`src/rtl/vx_wb_sched_pkg.sv`:
```
// Shared types and helpers for the writeback scheduler.
package vx_wb_sched_pkg;

   typedef enum logic [0:0] {ARB, LOCKED} wb_sched_state_e;

   // Width of a source index; never narrower than one bit.
   function automatic int unsigned idx_width(input int unsigned n);
      return (n > 1) ? $clog2(n) : 1;
   endfunction

endpackage

```
`src/rtl/vx_wb_sched_if.sv`:
```
// Commit-source / writeback bus seen by the scheduler.
interface vx_wb_sched_if
   import vx_wb_sched_pkg::*;
#(
   parameter int unsigned NUM_REQS = 5,
   parameter int unsigned DATAW    = 32
);
   localparam int unsigned IdxW = idx_width(NUM_REQS);

   logic [NUM_REQS-1:0]       req_valid;
   logic [NUM_REQS*DATAW-1:0] req_data;
   logic [NUM_REQS-1:0]       req_eop;
   logic [NUM_REQS-1:0]       req_ready;
   logic                      out_valid;
   logic [DATAW-1:0]          out_data;
   logic                      out_eop;
   logic [IdxW-1:0]           out_grant;
   logic                      out_ready;
   logic                      starve_evt;

   // Commit sources plus the writeback sink.
   modport master (
      output req_valid, req_data, req_eop, out_ready,
      input  req_ready, out_valid, out_data, out_eop, out_grant, starve_evt
   );

   // The scheduler itself.
   modport slave (
      input  req_valid, req_data, req_eop, out_ready,
      output req_ready, out_valid, out_data, out_eop, out_grant, starve_evt
   );

endinterface

```
`src/rtl/vx_wb_rr_pick.sv`:
```
// Circular first-set picker: searches mask starting at position ptr, wrapping.
module vx_wb_rr_pick
   import vx_wb_sched_pkg::*;
#(
   parameter int unsigned N    = 5,
   parameter int unsigned IdxW = idx_width(N)
) (
   input  logic [N-1:0]    mask,
   input  logic [IdxW-1:0] ptr,
   output logic [N-1:0]    onehot,
   output logic [IdxW-1:0] index,
   output logic            any
);

   // Walk ptr, ptr+1, ... modulo N and take the first set bit.
   always_comb begin
      int unsigned pos;
      onehot = '0;
      index  = '0;
      any    = 1'b0;
      pos    = 0;
      for (int unsigned k = 0; k < N; k++) begin
         pos = 32'(ptr) + k;
         if (pos >= N) pos = pos - N;
         if (!any && mask[pos[IdxW-1:0]]) begin
            any                     = 1'b1;
            index                   = pos[IdxW-1:0];
            onehot[pos[IdxW-1:0]]   = 1'b1;
         end
      end
   end

endmodule

```
`src/rtl/vx_wb_sched.sv`:
```
// Writeback port scheduler: round-robin with starvation override, packet locking
// and a registered output stage.
module vx_wb_sched
   import vx_wb_sched_pkg::*;
#(
   parameter int unsigned NUM_REQS   = 5,
   parameter int unsigned DATAW      = 32,
   parameter int unsigned STARVE_MAX = 15,
   parameter bit          LOCK_EOP   = 1'b1
) (
   input logic          clk,
   input logic          reset,
   vx_wb_sched_if.slave bus
);

   localparam int unsigned IdxW = idx_width(NUM_REQS);
   localparam int unsigned CntW = $clog2(STARVE_MAX + 1);

   wb_sched_state_e     state_q, state_d;
   logic [IdxW-1:0]     rr_ptr_q, rr_ptr_d;
   logic [IdxW-1:0]     lock_idx_q, lock_idx_d;
   logic [CntW-1:0]     wait_cnt_q [NUM_REQS];
   logic [CntW-1:0]     wait_cnt_d [NUM_REQS];

   logic [NUM_REQS-1:0] starved, rr_oh, st_oh, grant_oh;
   logic [IdxW-1:0]     rr_start, rr_idx, st_idx, grant_idx;
   logic                rr_any, st_any, grant_vld, starve_win, stage_rdy;
   logic [DATAW-1:0]    grant_data;

   logic                out_valid_q, out_eop_q, starve_q;
   logic [DATAW-1:0]    out_data_q;
   logic [IdxW-1:0]     out_grant_q;

   assign stage_rdy  = ~out_valid_q | bus.out_ready;
   // Round-robin search begins just after the last winner.
   assign rr_start   = (rr_ptr_q == IdxW'(NUM_REQS - 1)) ? '0 : rr_ptr_q + 1'b1;
   assign grant_data = bus.req_data[32'(grant_idx) * DATAW +: DATAW];

   // Sources that are valid and have waited the maximum number of cycles.
   always_comb begin
      starved = '0;
      for (int unsigned i = 0; i < NUM_REQS; i++) begin
         starved[i] = bus.req_valid[i] && (wait_cnt_q[i] == CntW'(STARVE_MAX));
      end
   end

   vx_wb_rr_pick #(.N(NUM_REQS), .IdxW(IdxW)) u_rr_pick (
      .mask   (bus.req_valid),
      .ptr    (rr_start),
      .onehot (rr_oh),
      .index  (rr_idx),
      .any    (rr_any)
   );

   // Starting at 0 makes this a lowest-index pick among starved sources.
   vx_wb_rr_pick #(.N(NUM_REQS), .IdxW(IdxW)) u_starve_pick (
      .mask   (starved),
      .ptr    ('0),
      .onehot (st_oh),
      .index  (st_idx),
      .any    (st_any)
   );

   // Grant selection and FSM next state; a lock outranks starvation.
   always_comb begin
      state_d    = state_q;
      lock_idx_d = lock_idx_q;
      rr_ptr_d   = rr_ptr_q;
      grant_oh   = '0;
      grant_idx  = '0;
      grant_vld  = 1'b0;
      starve_win = 1'b0;
      unique case (state_q)
         ARB: begin
            if (stage_rdy) begin
               if (st_any) begin
                  grant_oh   = st_oh;
                  grant_idx  = st_idx;
                  grant_vld  = 1'b1;
                  starve_win = 1'b1;
               end else if (rr_any) begin
                  grant_oh  = rr_oh;
                  grant_idx = rr_idx;
                  grant_vld = 1'b1;
               end
               if (grant_vld && LOCK_EOP && !bus.req_eop[grant_idx]) begin
                  state_d    = LOCKED;
                  lock_idx_d = grant_idx;
               end
            end
         end
         LOCKED: begin
            if (stage_rdy && bus.req_valid[lock_idx_q]) begin
               grant_oh[lock_idx_q] = 1'b1;
               grant_idx            = lock_idx_q;
               grant_vld            = 1'b1;
               if (bus.req_eop[lock_idx_q]) state_d = ARB;
            end
         end
         default: state_d = ARB;
      endcase
      if (grant_vld) rr_ptr_d = grant_idx;
   end

   // Age counters: cleared on grant or idle, saturate while waiting (stalls included).
   always_comb begin
      for (int unsigned i = 0; i < NUM_REQS; i++) begin
         if (grant_oh[i] || !bus.req_valid[i]) begin
            wait_cnt_d[i] = '0;
         end else if (wait_cnt_q[i] != CntW'(STARVE_MAX)) begin
            wait_cnt_d[i] = wait_cnt_q[i] + 1'b1;
         end else begin
            wait_cnt_d[i] = wait_cnt_q[i];
         end
      end
   end

   // Arbiter state registers.
   always_ff @(posedge clk) begin
      if (reset) begin
         state_q    <= ARB;
         rr_ptr_q   <= IdxW'(NUM_REQS - 1);
         lock_idx_q <= '0;
         for (int unsigned i = 0; i < NUM_REQS; i++) wait_cnt_q[i] <= '0;
      end else begin
         state_q    <= state_d;
         rr_ptr_q   <= rr_ptr_d;
         lock_idx_q <= lock_idx_d;
         for (int unsigned i = 0; i < NUM_REQS; i++) wait_cnt_q[i] <= wait_cnt_d[i];
      end
   end

   // Output stage control: load on grant, drain when consumed with nothing new.
   always_ff @(posedge clk) begin
      if (reset) begin
         out_valid_q <= 1'b0;
         out_eop_q   <= 1'b0;
         out_grant_q <= '0;
         starve_q    <= 1'b0;
      end else begin
         starve_q <= grant_vld & starve_win;
         if (grant_vld) begin
            out_valid_q <= 1'b1;
            out_eop_q   <= bus.req_eop[grant_idx];
            out_grant_q <= grant_idx;
         end else if (bus.out_ready) begin
            out_valid_q <= 1'b0;
         end
      end
   end

   // Payload register needs no reset; it is qualified by out_valid.
   always_ff @(posedge clk) begin
      if (grant_vld) out_data_q <= grant_data;
   end

   assign bus.req_ready  = grant_oh;
   assign bus.out_valid  = out_valid_q;
   assign bus.out_data   = out_data_q;
   assign bus.out_eop    = out_eop_q;
   assign bus.out_grant  = out_grant_q;
   assign bus.starve_evt = starve_q;

endmodule

```
`src/flat_wrapper.sv`:
```
// flat-port wrapper written by rule: the top's interface ports become plain ports
module vx_wb_sched_flat import vx_wb_sched_pkg::*;
#(
   parameter int unsigned NUM_REQS   = 5,
   parameter int unsigned DATAW      = 32,
   parameter int unsigned STARVE_MAX = 15,
   parameter bit          LOCK_EOP   = 1'b1
)
  (clk, reset, bus_req_valid, bus_req_data, bus_req_eop, bus_out_ready, bus_req_ready, bus_out_valid, bus_out_data, bus_out_eop, bus_out_grant, bus_starve_evt);
  vx_wb_sched_if #(.NUM_REQS(NUM_REQS), .DATAW(DATAW)) bus_i ();
  input logic clk;
  input logic reset;
  input wire logic [$bits(bus_i.req_valid)-1:0] bus_req_valid;
  input wire logic [$bits(bus_i.req_data)-1:0] bus_req_data;
  input wire logic [$bits(bus_i.req_eop)-1:0] bus_req_eop;
  input wire logic [$bits(bus_i.out_ready)-1:0] bus_out_ready;
  output wire logic [$bits(bus_i.req_ready)-1:0] bus_req_ready;
  output wire logic [$bits(bus_i.out_valid)-1:0] bus_out_valid;
  output wire logic [$bits(bus_i.out_data)-1:0] bus_out_data;
  output wire logic [$bits(bus_i.out_eop)-1:0] bus_out_eop;
  output wire logic [$bits(bus_i.out_grant)-1:0] bus_out_grant;
  output wire logic [$bits(bus_i.starve_evt)-1:0] bus_starve_evt;
  assign bus_i.req_valid = bus_req_valid;
  assign bus_i.req_data = bus_req_data;
  assign bus_i.req_eop = bus_req_eop;
  assign bus_i.out_ready = bus_out_ready;
  assign bus_req_ready = bus_i.req_ready;
  assign bus_out_valid = bus_i.out_valid;
  assign bus_out_data = bus_i.out_data;
  assign bus_out_eop = bus_i.out_eop;
  assign bus_out_grant = bus_i.out_grant;
  assign bus_starve_evt = bus_i.starve_evt;
  vx_wb_sched #(.NUM_REQS(NUM_REQS), .DATAW(DATAW), .STARVE_MAX(STARVE_MAX), .LOCK_EOP(LOCK_EOP)) u_core (.clk(clk), .reset(reset), .bus(bus_i));
endmodule
```
`config.mk`:
```
export PLATFORM = sky130hd
export DESIGN_NAME = vx_wb_sched_flat
export DESIGN_NICKNAME = d
export VERILOG_FILES = /design/src/rtl/vx_wb_sched_pkg.sv /design/src/rtl/vx_wb_sched_if.sv /design/src/rtl/vx_wb_rr_pick.sv /design/src/rtl/vx_wb_sched.sv /design/src/flat_wrapper.sv
export SDC_FILE = /design/constraint.sdc
export NUM_CORES = 1
export LEC_CHECK = 0
export CORE_AREA = 5 5 102 104
export CTS_CLUSTER_SIZE = 8
export DETAILED_ROUTE_END_ITERATION = 12
export DIE_AREA = 0 0 107 109
export DONT_BUFFER_PORTS = 1
export GPL_TIMING_DRIVEN = 0
export PLACE_DENSITY = 0.77
export RECOVER_POWER = 100
export SLEW_MARGIN = 30
export SYNTH_ARGS = -nofsm -noshare
export SYNTH_HDL_FRONTEND = slang
export SYNTH_SLANG_ARGS = --single-unit
```
`constraint.sdc`:
```
create_clock -name clk -period 5.3 [get_ports clk]
set_clock_uncertainty 0.05 [all_clocks]
set_input_delay 0.795 -clock clk [delete_from_list [all_inputs] [get_ports clk]]
set_output_delay 0.795 -clock clk [all_outputs]
set_load 0.02 [all_outputs]
```
==> results.sh <==
export IMPL_status="finished clean"
export IMPL_multi_input_area_um2=3870
export IMPL_yosysSeqAreaShare_pct=29.1
export IMPL_grt_usage_pct=28.1
export IMPL_drt_iter0_markers=487
export IMPL_syn_inst=519
export IMPL_final_common_cell="mux2_2"
export IMPL_ctsRootBufferMaster="clkbuf_8"
export IMPL_max_slew_margin_pct=42.3
export IMPL_finalNonFillerCells=672
export IMPL_slew_violations=0
export IMPL_h_tree_depth=3
export IMPL_dp_cells=633
export IMPL_grt_pass1_wl_mm=25.2
export IMPL_dr_pass1_iters=5
export IMPL_slowest_delay_ns=0.59
export IMPL_clock_path_buffers=2
export IMPL_drive_gt1_share_pct=35.4
export IMPL_numCtsBuffers=9
export IMPL_synth_edff_count=32
export IMPL_fin_area_um2=6290
export IMPL_gp_congestion=0.972
export IMPL_fill_cells=728
export IMPL_synth_nets=709
export IMPL_startpoint_type="register"
export IMPL_nets=742
export IMPL_post_route_util_pct=66.5
export IMPL_rr_endpoint="u_core.bus.out_data[12]"
export IMPL_via_per_inst=7.23
export IMPL_regArea_um2=1590
export IMPL_vias=4860
export IMPL_fin_crit_ns=5.27
export IMPL_synth_top_area_share_pct=17.7
export IMPL_grt_pass1_vias=4554
export IMPL_ios=216
export IMPL_ys_warn_count=0
export IMPL_start_util_pct=57.5
export IMPL_path_cells="inv_2 -> ha_4 -> buf_4 -> a21o_1 -> buf_6 -> clkbuf_4 -> ha_2 -> a32oi_4 -> buf_12 -> mux2_4 -> or4b_4 -> a31oi_1 -> o311ai_0 -> a311o_1 -> a32o_2"
export IMPL_whs_ns=0.444
export IMPL_r2r_cells=20
export IMPL_max_freq_mhz=190
export IMPL_synthDistinctLibCells=82
export IMPL_r2r_slack_ns=0.11
export IMPL_crit_family="compound AO/OA/AOI/OAI gates"
export IMPL_yosys_area_top_type="edfxtp_1"
export IMPL_hold_viol=0
export IMPL_wire_per_inst_um=26.5
export IMPL_post_dp_hpwl_mm=13.3
export IMPL_hp_class="reg2reg"
export IMPL_die_w_um=107
export IMPL_holdPathEnd="u_core.state_q"
export IMPL_path_class="reg2out"
export IMPL_grt_start_max_net_pins=34
export IMPL_clk_latency_ns=0.36
export IMPL_numClockSinks=63
export IMPL_grt_setup_unrepaired="true"
export IMPL_cpMaxStageDelayCell="or4b_4"
export IMPL_async_flop_share_pct=0
export IMPL_path_max_fanout=10
export IMPL_worstPathArrival_ns=4.42
export IMPL_setup_viol=0
export IMPL_antenna_found_initial=5
export IMPL_ys_ff_latch=63
export IMPL_postPlaceCellArea_um2=5590
export IMPL_fin_crit_sh_pct=99.4
export IMPL_synthTopCellsByArea="edfxtp_1 18%, mux4_2 14%, dfxtp_1 11%"
export IMPL_die_y_um=109
export IMPL_area_growth_pct=15.8
export IMPL_final_cell_mix="36 x mux2_2, 35 x mux4_2, 32 x edfxtp_1"
export IMPL_crit_required_ns=4.45
export IMPL_synth_area_um2=5440
export IMPL_cts_tree="built"
export IMPL_clk_pin_slew_worst_paths_ns=0.08
export IMPL_ant_nets=0
export IMPL_cts_hold_buf=0
export IMPL_hold_depth=2
export IMPL_holdCritStartpoint="u_core.state_q"
export IMPL_cap_violations=0
export IMPL_critPathBufInv=5
export IMPL_end_kind="primary output"
export IMPL_worst_pin_slew_ns=0.854
export IMPL_coreArea_um2=9460
export IMPL_port_buffer_count=0
export IMPL_synth_ff_type="edfxtp_1"
export IMPL_synth_avg_cell_area_um2=10.5
export IMPL_regToRegStartpoint="u_core.bus.out_grant[0]"
export IMPL_drc=0
export IMPL_routed_wl_mm=17.8
export IMPL_dieArea_um2=11700
export IMPL_grt_ovfl_total=0
export IMPL_rows=36
[synth_stat cells, types with 6 or more instances]
cell / number
o21ai_0: 21
nor2b_1: 6
clkbuf_1: 16
edfxtp_1: 32
nor2_1: 22
nor3_1: 18
dfxtp_1: 31
nand2b_1: 6
mux4_2: 35
nor3b_1: 9
nand2_1: 31
nand3b_1: 7
mux2i_1: 22
a31oi_1: 13
inv_1: 17
buf_6: 6
nand3_1: 19
ha_1: 16
and2_1: 7
and3_1: 7
nor4_1: 10
a21oi_1: 14
o211ai_1: 7
xnor2_1: 10
mux2_2: 37
[registers in the layout, summed over array words and instances, names as in the netlist]
signal / cells
u_core.bus.out_valid: 1
u_core.bus.starve_evt: 1
u_core.bus.out_data: 32
u_core.wait_cnt_q: 20
u_core.bus.out_grant: 3
u_core.lock_idx_q: 3
u_core.bus.out_eop: 1
u_core.rr_ptr_q: 1
u_core.state_q: 1
[worst max-delay path by stage]
stage,cells after the start,start,slack (ns),endpoint
global route,15,u_core.bus.out_grant[1],-0.08,bus_req_ready[0]
CTS,16,u_core.bus.out_grant[0],-0.0003,bus_req_ready[0]
detailed placement,15,u_core.bus.out_grant[0],-0.93,u_core.bus.out_data[5]
global placement,15,u_core.bus.out_grant[0],-0.79,u_core.bus.out_data[5]
floorplan,18,u_core.bus.out_grant[0],0.12,bus_req_ready[4]
finish,15,u_core.bus.out_grant[0],0.03,bus_req_ready[0]
[per-stage QoR]
step / setup TNS, ns / setup slack (ns)
detailed placement: -40.99 / -0.928
global placement: -45.67 / -0.786
CTS: -0.000308 / -0.000308
floorplan: 0 / 0.119
global route: -0.640 / -0.0783
finish: 0 / 0.0312
[metal layers]
layer  track usage [%]  wire length [um]  up-vias
met4              8.31               343        8
met3              9.89              1920       49
met1              34.9              6770     2379
met5                 0                55        -
met2              46.4              8700      297
li1                  -                 -     2127
[worst register-to-register path: cells and delay by family (launching register included)]
kind | cells | cell delay (ns)
fa+ha+maj | 2 | 0.41
buf+inv | 7 | 1.09
simple gates | 3 | 0.85
flops | 1 | 0.39
mux | 3 | 0.99
compound gates | 5 | 1.15
[cells by family after synthesis]
logic type | Yosys count | synth area share [%]
xor gates and xnor gates | 11 | 1.77
buffers and inverters | 49 | 4.63
DFF | 63 | 29.1
adders and majority gates | 17 | 4.05
AOI/OAI and AO/OA | 110 | 15.2
and+or+nand+nor | 174 | 18.8
muxes | 95 | 26.5
[area by class of cell]
type	count	share of cell area [%]
Inverter	18	1.25
Buffer	29	3.00
Sequential cell	63	25.2
Tap cell	114	2.27
Multi-Input combinational cell	407	61.5
Timing Repair Buffer	24	3.42
Clock inverter	5	0.875
Antenna cell	1	0.0398
Clock buffer	11	2.41
[what timing repair did]
| item | in CTS | in global routing |
|---|---|---|
| endpoints found under the setup margin | 90 | 38 |
| buffers inserted | 10 | 14 |
| gates resized for setup | 33 | 48 |
| pin swaps | 7 | 11 |
Power is left out: the tool's default activity adds up to more than one toggle a clock period on the data nets, which glitch-free logic cannot reach.
